<file path="src/rtl/cordic_pkg.sv">
// Shared types and constants for the CORDIC front end.
// Provides the cartesian word layout and the +/-1.0 fix16_14 saturation helper.
package cordic_pkg;

  typedef struct packed {
    logic signed [15:0] y;
    logic signed [15:0] x;
  } cart_t;

  localparam logic signed [15:0] CORDIC_ONE = 16'sd16384;
  localparam logic signed [15:0] CORDIC_NEG_ONE = -16'sd16384;

  function automatic logic signed [15:0] sat_unit(
    input logic signed [15:0] v
  );
    if (v > CORDIC_ONE) return CORDIC_ONE;
    if (v < CORDIC_NEG_ONE) return CORDIC_NEG_ONE;
    return v;
  endfunction

endpackage

</file>
<file path="src/rtl/axis_skid_buf.sv">
// Generic 2-entry AXI-Stream register slice (output reg + skid reg).
// in_ready comes only from registers, so out_ready never reaches the source.
module axis_skid_buf #(
  parameter int W = 33
) (
  input  logic         clk,
  input  logic         reset_n,
  input  logic [W-1:0] in_data,
  input  logic         in_valid,
  output logic         in_ready,
  output logic [W-1:0] out_data,
  output logic         out_valid,
  input  logic         out_ready
);

  logic         rdy_q;
  logic         out_v;
  logic [W-1:0] out_d;
  logic         skid_v;
  logic [W-1:0] skid_d;
  logic         push;
  logic         pop;

  assign in_ready  = rdy_q && !(out_v && skid_v);
  assign push      = in_valid && in_ready;
  assign pop       = out_v && out_ready;
  assign out_valid = out_v;
  assign out_data  = out_d;

  always_ff @(posedge clk) begin
    if (!reset_n) begin
      rdy_q  <= 1'b0;
      out_v  <= 1'b0;
      out_d  <= '0;
      skid_v <= 1'b0;
      skid_d <= '0;
    end else begin
      rdy_q <= 1'b1;
      if (!out_v || pop) begin
        if (skid_v) begin
          out_d  <= skid_d;
          out_v  <= 1'b1;
          skid_v <= push;
          if (push) skid_d <= in_data;
        end else begin
          out_v <= push;
          if (push) out_d <= in_data;
        end
      end else if (push) begin
        // output is stalled: park the new pair behind it
        skid_v <= 1'b1;
        skid_d <= in_data;
      end
    end
  end

endmodule

</file>
<file path="src/rtl/cordic_cart_packer.sv">
// Pairs interleaved X/Y samples into {Y,X} words with frame tlast for CORDIC.
// Optional CART_PACK_CLAMP_EN saturates each sample to +/-1.0 before packing.
module cordic_cart_packer
  import cordic_pkg::*;
#(
  parameter int FRAME_LEN = 256,
  parameter int CNT_W     = $clog2(FRAME_LEN)
) (
  input  logic        clk,
  input  logic        reset_n,
  input  logic [15:0] s_tdata,
  input  logic        s_tvalid,
  input  logic        s_tlast,
  output logic        s_tready,
  output logic [31:0] m_tdata,
  output logic        m_tvalid,
  output logic        m_tlast,
  input  logic        m_tready,
  output logic        err_misalign
);

  logic               ph;
  logic signed [15:0] x_q;
  logic [CNT_W-1:0]   pair_cnt;
  logic               err_q;
  logic signed [15:0] smp;
  logic               acc;
  logic               last_pair;
  cart_t              word;
  logic [32:0]        buf_out;

`ifdef CART_PACK_CLAMP_EN
  assign smp = sat_unit($signed(s_tdata));
`else
  assign smp = $signed(s_tdata);
`endif

  assign acc       = s_tvalid && s_tready;
  assign last_pair = (pair_cnt == CNT_W'(FRAME_LEN - 1)) || s_tlast;
  assign word      = '{y: smp, x: x_q};

  always_ff @(posedge clk) begin
    if (!reset_n) begin
      ph       <= 1'b0;
      x_q      <= '0;
      pair_cnt <= '0;
      err_q    <= 1'b0;
    end else if (acc) begin
      if (!ph) begin
        // tlast on an X means the source lost alignment: drop and resync
        if (s_tlast) begin
          err_q    <= 1'b1;
          pair_cnt <= '0;
        end else begin
          x_q <= smp;
          ph  <= 1'b1;
        end
      end else begin
        ph       <= 1'b0;
        pair_cnt <= last_pair ? '0 : pair_cnt + CNT_W'(1);
      end
    end
  end

  axis_skid_buf #(
    .W(33)
  ) u_skid (
    .clk      (clk),
    .reset_n  (reset_n),
    .in_data  ({last_pair, word}),
    .in_valid (s_tvalid && ph),
    .in_ready (s_tready),
    .out_data (buf_out),
    .out_valid(m_tvalid),
    .out_ready(m_tready)
  );

  assign m_tlast      = buf_out[32];
  assign m_tdata      = buf_out[31:0];
  assign err_misalign = err_q;

endmodule

</file>
<file path="config.mk">
export PLATFORM = sky130hd
export DESIGN_NAME = cordic_cart_packer
export DESIGN_NICKNAME = d
export VERILOG_FILES = /design/src/rtl/cordic_pkg.sv /design/src/rtl/axis_skid_buf.sv /design/src/rtl/cordic_cart_packer.sv
export SDC_FILE = /design/constraint.sdc
export NUM_CORES = 1
export LEC_CHECK = 0
export ABC_AREA = 0
export BUFFER_PORTS_ARGS = -buffer_cell sky130_fd_sc_hd__buf_2
export CORE_ASPECT_RATIO = 1.75
export CORE_UTILIZATION = 53
export CTS_BUF_LIST = sky130_fd_sc_hd__clkbuf_8 sky130_fd_sc_hd__clkbuf_16
export CTS_CLUSTER_SIZE = 14
export DETAILED_ROUTE_END_ITERATION = 6
export GPL_TIMING_DRIVEN = 0
export HOLD_SLACK_MARGIN = 0.03
export PLACE_DENSITY = 0.77
export SLEW_MARGIN = 20
export SYNTH_ARGS = -nofsm -noshare
export SYNTH_HDL_FRONTEND = slang
export SYNTH_HIERARCHICAL = 1
export SYNTH_SLANG_ARGS = --single-unit
</file>
<file path="constraint.sdc">
create_clock -name clk -period 2.35 [get_ports clk]
set_clock_uncertainty 0.05 [all_clocks]
set_input_delay 0.3525 -clock clk [delete_from_list [all_inputs] [get_ports clk]]
set_output_delay 0.3525 -clock clk [all_outputs]
set_load 0.02 [all_outputs]
</file>
# Yosys cells after proc, flatten, opt, wreduce, memory -nomap -nowiden
# Index checks and enable logic that the tools add are counted.
# Widths: inputs -> output; s select.
[totals]
reg_bits = 95
[classes]
n_addsub = 1
n_eq_ne = 2
muxes = 15
bitwise = 2
n_reduce_logical = 17
[op_table]
columns = ["cell", "count"]
rows = [
  ["$mux 33", 5],
  ["$mux 8", 3],
  ["$add 8x1->8 const B", 1],
  ["$eq 8x8->1 const B", 1],
  ["$mux 1", 7],
  ["$logic_and 1x1->1", 6],
  ["$reduce_and 3->1", 2],
  ["$reduce_bool 2->1", 3],
  ["$reduce_and 2->1", 2],
  ["$logic_not 1->1", 2],
  ["$logic_or 1x1->1", 2],
  ["$ne 2x1->1 const B", 1],
  ["$not 1->1", 2],
]

# Depth between registers and ports, before layout
[depth]
word_depth = 7
depth_mapped = 9
depth_no_buf = 7

# Hierarchy
# The synthesis kept the hierarchy.
[by_module_without_submodules]
columns = ["module", "instances", "cells_per_inst", "area_per_inst_um2", "seq_area_each_um2"]
rows = [
  ["axis_skid_buf", 1, 433, 3603.5, 1381.3],
  ["cordic_cart_packer", 1, 131, 1188.6, 520.5],
]

# Worst setup path after synthesis
# OpenSTA, ideal clock, no wires.
[synth_timing]
path_type = "register -> register"
from = "register u_skid.rdy_q"
to = "register x_q[4]"
setup_ns = 0.118
arrival_ns = 2.535
setup_slack_ns = -0.353
path_stages_with_launch = 10
period_less_slack_ns = 2.703
cell_sequence = "dfxtp_1 buf_4 clkbuf_1 a21boi_0 nand2_2 or3_1 buf_6 buf_12 nand2_2 a21boi_2"
[synth_between]
elab_chain_len = 3
[synth_lines]
columns = ["element", "line_no", "source"]
rows = [
  ["start, declared", "axis_skid_buf.sv:16", "logic rdy_q;"],
  ["start signal, assigned", "axis_skid_buf.sv:32", "rdy_q <= 1'b0;"],
  ["start signal, assigned", "axis_skid_buf.sv:38", "rdy_q <= 1'b1;"],
  ["$logic_and 1x1->1", "axis_skid_buf.sv:24", "assign in_ready = rdy_q && !(out_v && skid_v);"],
  ["via s_tready", "cordic_cart_packer.sv:14", "output logic s_tready,"],
  ["$logic_and 1x1->1", "cordic_cart_packer.sv:38", "assign acc = s_tvalid && s_tready;"],
  ["$reduce_and 3->1 (no line)", "n/a", ""],
  ["end signal, assigned", "cordic_cart_packer.sv:55", "x_q <= smp;"],
  ["end, declared", "cordic_cart_packer.sv:23", "logic signed [15:0] x_q;"],
]
# The timed path passes the listed nets, and every way through them passes these cells.
# A chain may end at the register's enable or synchronous reset.

# Final worst setup path
[layout_timing]
from = "register ph"
to = "register u_skid.skid_d[13]"
[layout_between]
elab_chain_len = 5
[layout_lines]
columns = ["element", "line_no", "source"]
rows = [
  ["start, declared", "cordic_cart_packer.sv:22", "logic ph;"],
  ["start signal, assigned", "cordic_cart_packer.sv:44", "ph <= 1'b0;"],
  ["start signal, assigned", "cordic_cart_packer.sv:56", "ph <= 1'b1;"],
  ["start signal, assigned", "cordic_cart_packer.sv:59", "ph <= 1'b0;"],
  ["$logic_and 1x1->1 (*)", "cordic_cart_packer.sv:71", ".in_valid (s_tvalid && ph),"],
  ["$logic_and 1x1->1 (*)", "axis_skid_buf.sv:25", "assign push = in_valid && in_ready;"],
  ["$mux 33 (*)", "n/a", ""],
  ["$mux 33", "n/a", ""],
  ["$mux 33 (*)", "n/a", ""],
  ["end signal, assigned", "axis_skid_buf.sv:44", "if (push) skid_d <= in_data;"],
  ["end signal, assigned", "axis_skid_buf.sv:52", "skid_d <= in_data;"],
  ["end, declared", "axis_skid_buf.sv:20", "logic [W-1:0] skid_d;"],
]
# Every way passes the cells marked *; elsewhere a longest branch is shown, timed or not. The select of a mux whose other input is x is not followed.

==> results.txt <==
- The count of buffers added on input and output ports is 56.
* Final clock period utilization by the worst path: 96.5%
- Summed over all cells, the static leakage comes to 2.50 nW.
- Share of layout cells above drive strength 1: 20.4%
* Setup TNS Final: 0 ns
- Commonest register cell after synthesis: sky130_fd_sc_hd__dfxtp_1
* Die height: 128 um
- The run finished with clean final reports.
* Post-detailed-route DRC marker count: 0
* Max-cap violations: 0
* Number of routed nets with antenna violations: 0
- Most common library cell in the layout ignoring fill and taps: sky130_fd_sc_hd__dfxtp_1
- The smallest clock period supported by the final layout is computed as 2.27 ns.
- Switching share of total power: 24.1%
* Residual overflow from global routing: 0
- Worst hold path cell count: 1
* Full die area: 9440 um2
* Internal Dissipation: 2.62 mW
- Insertion delay to the later sink of the worst-skew pair: 0.34 ns
* Relative contribution of combinational cells to total power: 8.1%
- Routed Wire Length: 13,300 um
* Count of antenna diodes in the layout: 0
- The hold violation total from the final report is 0.
- Max Freq: 0.441 GHz
- Post-detailed-placement half-perimeter wirelength: 9780 um
- Share of the yosys chip area belonging to registers: 39.7%
- Final weighted congestion of routability-driven global placement: 0.927
- Clock Power Share: 43.5%
- Number of iterations in the first detailed-routing pass: 5
- Relative to the synthesized area, the layout overhead comes to 15.5%.
- Counting distinct cell types in the post-synthesis netlist gives 39.
* Worst Setup Path Type: flip-flop to flip-flop
- Clock-pin slew was measured on the worst setup and hold paths at 0.07 ns.
- After the last flow step, the layout net total stands at 653.
* Largest vdd supply drop: 510 uV
* Least-Margin Pin Slew: 0.582 ns
- In the routed layout, each cell is associated on average with a via count of 6.11.
* Worst r2r path cells: 7
- Proportion of register bits with asynchronous set or reset after synthesis: 0%
- Finish-stage setup viols: 0
* Switching power of the nets: 0.831 mW
* Maximum number of buffers from clock root to sink: 2
* Deepest level of the CTS H-tree: 3
* Number of synthesized register bits: 95
- The cell count after synthesis came out at 564.
- DR iter-0 viols: 434
- The number of pins exceeding their max-slew limit in the final report came to 0.
* Total Routing Usage GR: 29.7%
* Initial Util: 54.9%
- Hold_ws: 0.177 ns
- Post-synth design cell area: 4790 um2
- Post-CTS timing repair inserted 0 buffers for setup.
- Entering global routing, the biggest net connects 16 pins.
* Worst endpoint data arrival time: 2.44 ns
* Crit path required time: 2.53 ns
- Registers are responsible for 48.4% of the overall power.
- Setup crit end kind: flip-flop
* Area inside the core boundary: 8730 um2
- Routed vias: 4,598
- Wire length of the first global-routing pass: 21,200 um
- The average instance in the mapped netlist occupies 8.50 um2.
- Via count of the first global-routing pass: 4,307
- After detailed routing, the average wire length per cell comes to 17.7 um.
- Number of buffers inserted during clock tree synthesis: 9
- Clock tree from TritonCTS: yes
- Floorplan row count: 45
* Horizontal die dimension: 73.9 um
- For this run, the number of Yosys warnings is 6.
* Worst-path maximum fanout: 10
- Buffer type at the clock tree root: sky130_fd_sc_hd__clkbuf_16
- The worst path meets setup with 0.0832 ns of slack.
- Power spread over the standard cell area amounts to 623 nW/um2.
- Number of clock sinks: 95
- Top Ports: 57
- Worst Setup Start Kind: flip-flop
* Antenna violations before repair: 0
- Net Count, Synth: 586
- The worst hold path belongs to the class primary input to flip-flop.
- In the layout the commonest cells are 95 x sky130_fd_sc_hd__dfxtp_1, 73 x sky130_fd_sc_hd__buf_2, 63 x sky130_fd_sc_hd__nand2_1, 44 x sky130_fd_sc_hd__nor2_1, 40 x sky130_fd_sc_hd__nand3_1.
* Relative slew slack: 61.2%
* Post-placement setup slack: 0.0423 ns
- The synthesized design contains 0 enable-type register cells.
- Setup repair after global routing missed its margin: no
-- kinds of logic after synthesis --
logic type / count (synthesis) / share of synthesized area, %
mux: 33 / 6.89
simple gates: 275 / 29.2
xor+xnor: 5 / 0.914
buf+inv: 60 / 6.50
flops: 95 / 39.7
compound gates: 95 / 16.6
fa+ha+maj: 1 / 0.261
-- cell usage after synthesis, drive strengths merged, types with 5 or more instances --
| cell | instances | area (um2) |
|---|---|---|
| nand4 | 34 | 213 |
| nor3 | 38 | 211 |
| nand2 | 74 | 305 |
| mux2i | 33 | 330 |
| nor2 | 44 | 165 |
| xnor2 | 5 | 43.8 |
| dfxtp | 95 | 1900 |
| o22ai | 33 | 206 |
| a21boi | 19 | 180 |
| nand3 | 40 | 200 |
| buf | 31 | 203 |
| or3 | 35 | 224 |
| clkbuf | 27 | 101 |
| o211a | 33 | 330 |
-- power by group through the flow --
stage	Sequential [mW]	Clock (mW)	Combinational [mW]
4_1_cts	1.67	1.52	0.276
3_3_place_gp	1.70	0	0.270
3_5_place_dp	1.71	0	0.275
2_1_floorplan	1.72	0	0.147
6_report	1.67	1.50	0.280
5_1_grt	1.67	1.58	0.299
-- layout make-up --
cell class	instances	area, um2
plain buffers	58	307
clock buffers	11	253
clock inverters	5	56.3
fillers	783	3190
inverters	2	7.51
multi-input cells	409	2580
flip-flops and latches	95	1900
well taps	117	146
repair buffers	56	280
-- layer usage --
layer	track usage, %	vias to the layer above	wire, um
li1	-	2190	-
met1	33.4	2160	4920
met2	50.8	208	6790
met3	5.35	40	918
met4	18.0	0	667
met5	0	-	0
-- registers in the layout, indices dropped and copies added, names as in the netlist --
name	cells
pair_cnt	8
u_skid/out_valid	1
err_misalign	1
u_skid/out_data	33
x_q	16
u_skid/skid_d	33
u_skid/skid_v	1
ph	1
u_skid/rdy_q	1
-- critical path: stages (launching register included) --
cell and delay [ns]:
sky130_fd_sc_hd__dfxtp_1 0.49, sky130_fd_sc_hd__and2_2 0.21, sky130_fd_sc_hd__buf_4 0.16, sky130_fd_sc_hd__and2_1 0.13, sky130_fd_sc_hd__buf_4 0.16, sky130_fd_sc_hd__clkbuf_1 0.40
sky130_fd_sc_hd__o22ai_1 0.20, sky130_fd_sc_hd__or3_1 0.35
-- worst paths after layout --
check                           startpoint           endpoint  slack (ns)
worst min register to register     x_q[11]            x_q[11]        0.43
worst max register to register          ph  u_skid/skid_d[13]        0.08
worst min-delay path               reset_n       u_skid/rdy_q        0.18
worst max-delay path                    ph  u_skid/skid_d[13]        0.08
-- stage by stage --
step / util [%] / cell area (um2) / power, mW / instances
after detailed placement: 59.8 / 5220 / 1.98 / 737
after global placement: 59.8 / 5220 / 1.97 / 737
after floorplan: - / 4800 / 1.87 / 564
final: 63.4 / 5530 / 3.45 / 753
after global routing: 63.4 / 5530 / 3.55 / 753
after CTS: 63.4 / 5530 / 3.47 / 753
-- what timing repair did --
action	in CTS	in global routing
resized for setup	0	4
hold buffers	0	0
endpoints found under the setup margin	0	14
Note: power is estimated with default switching activity, not from simulation.
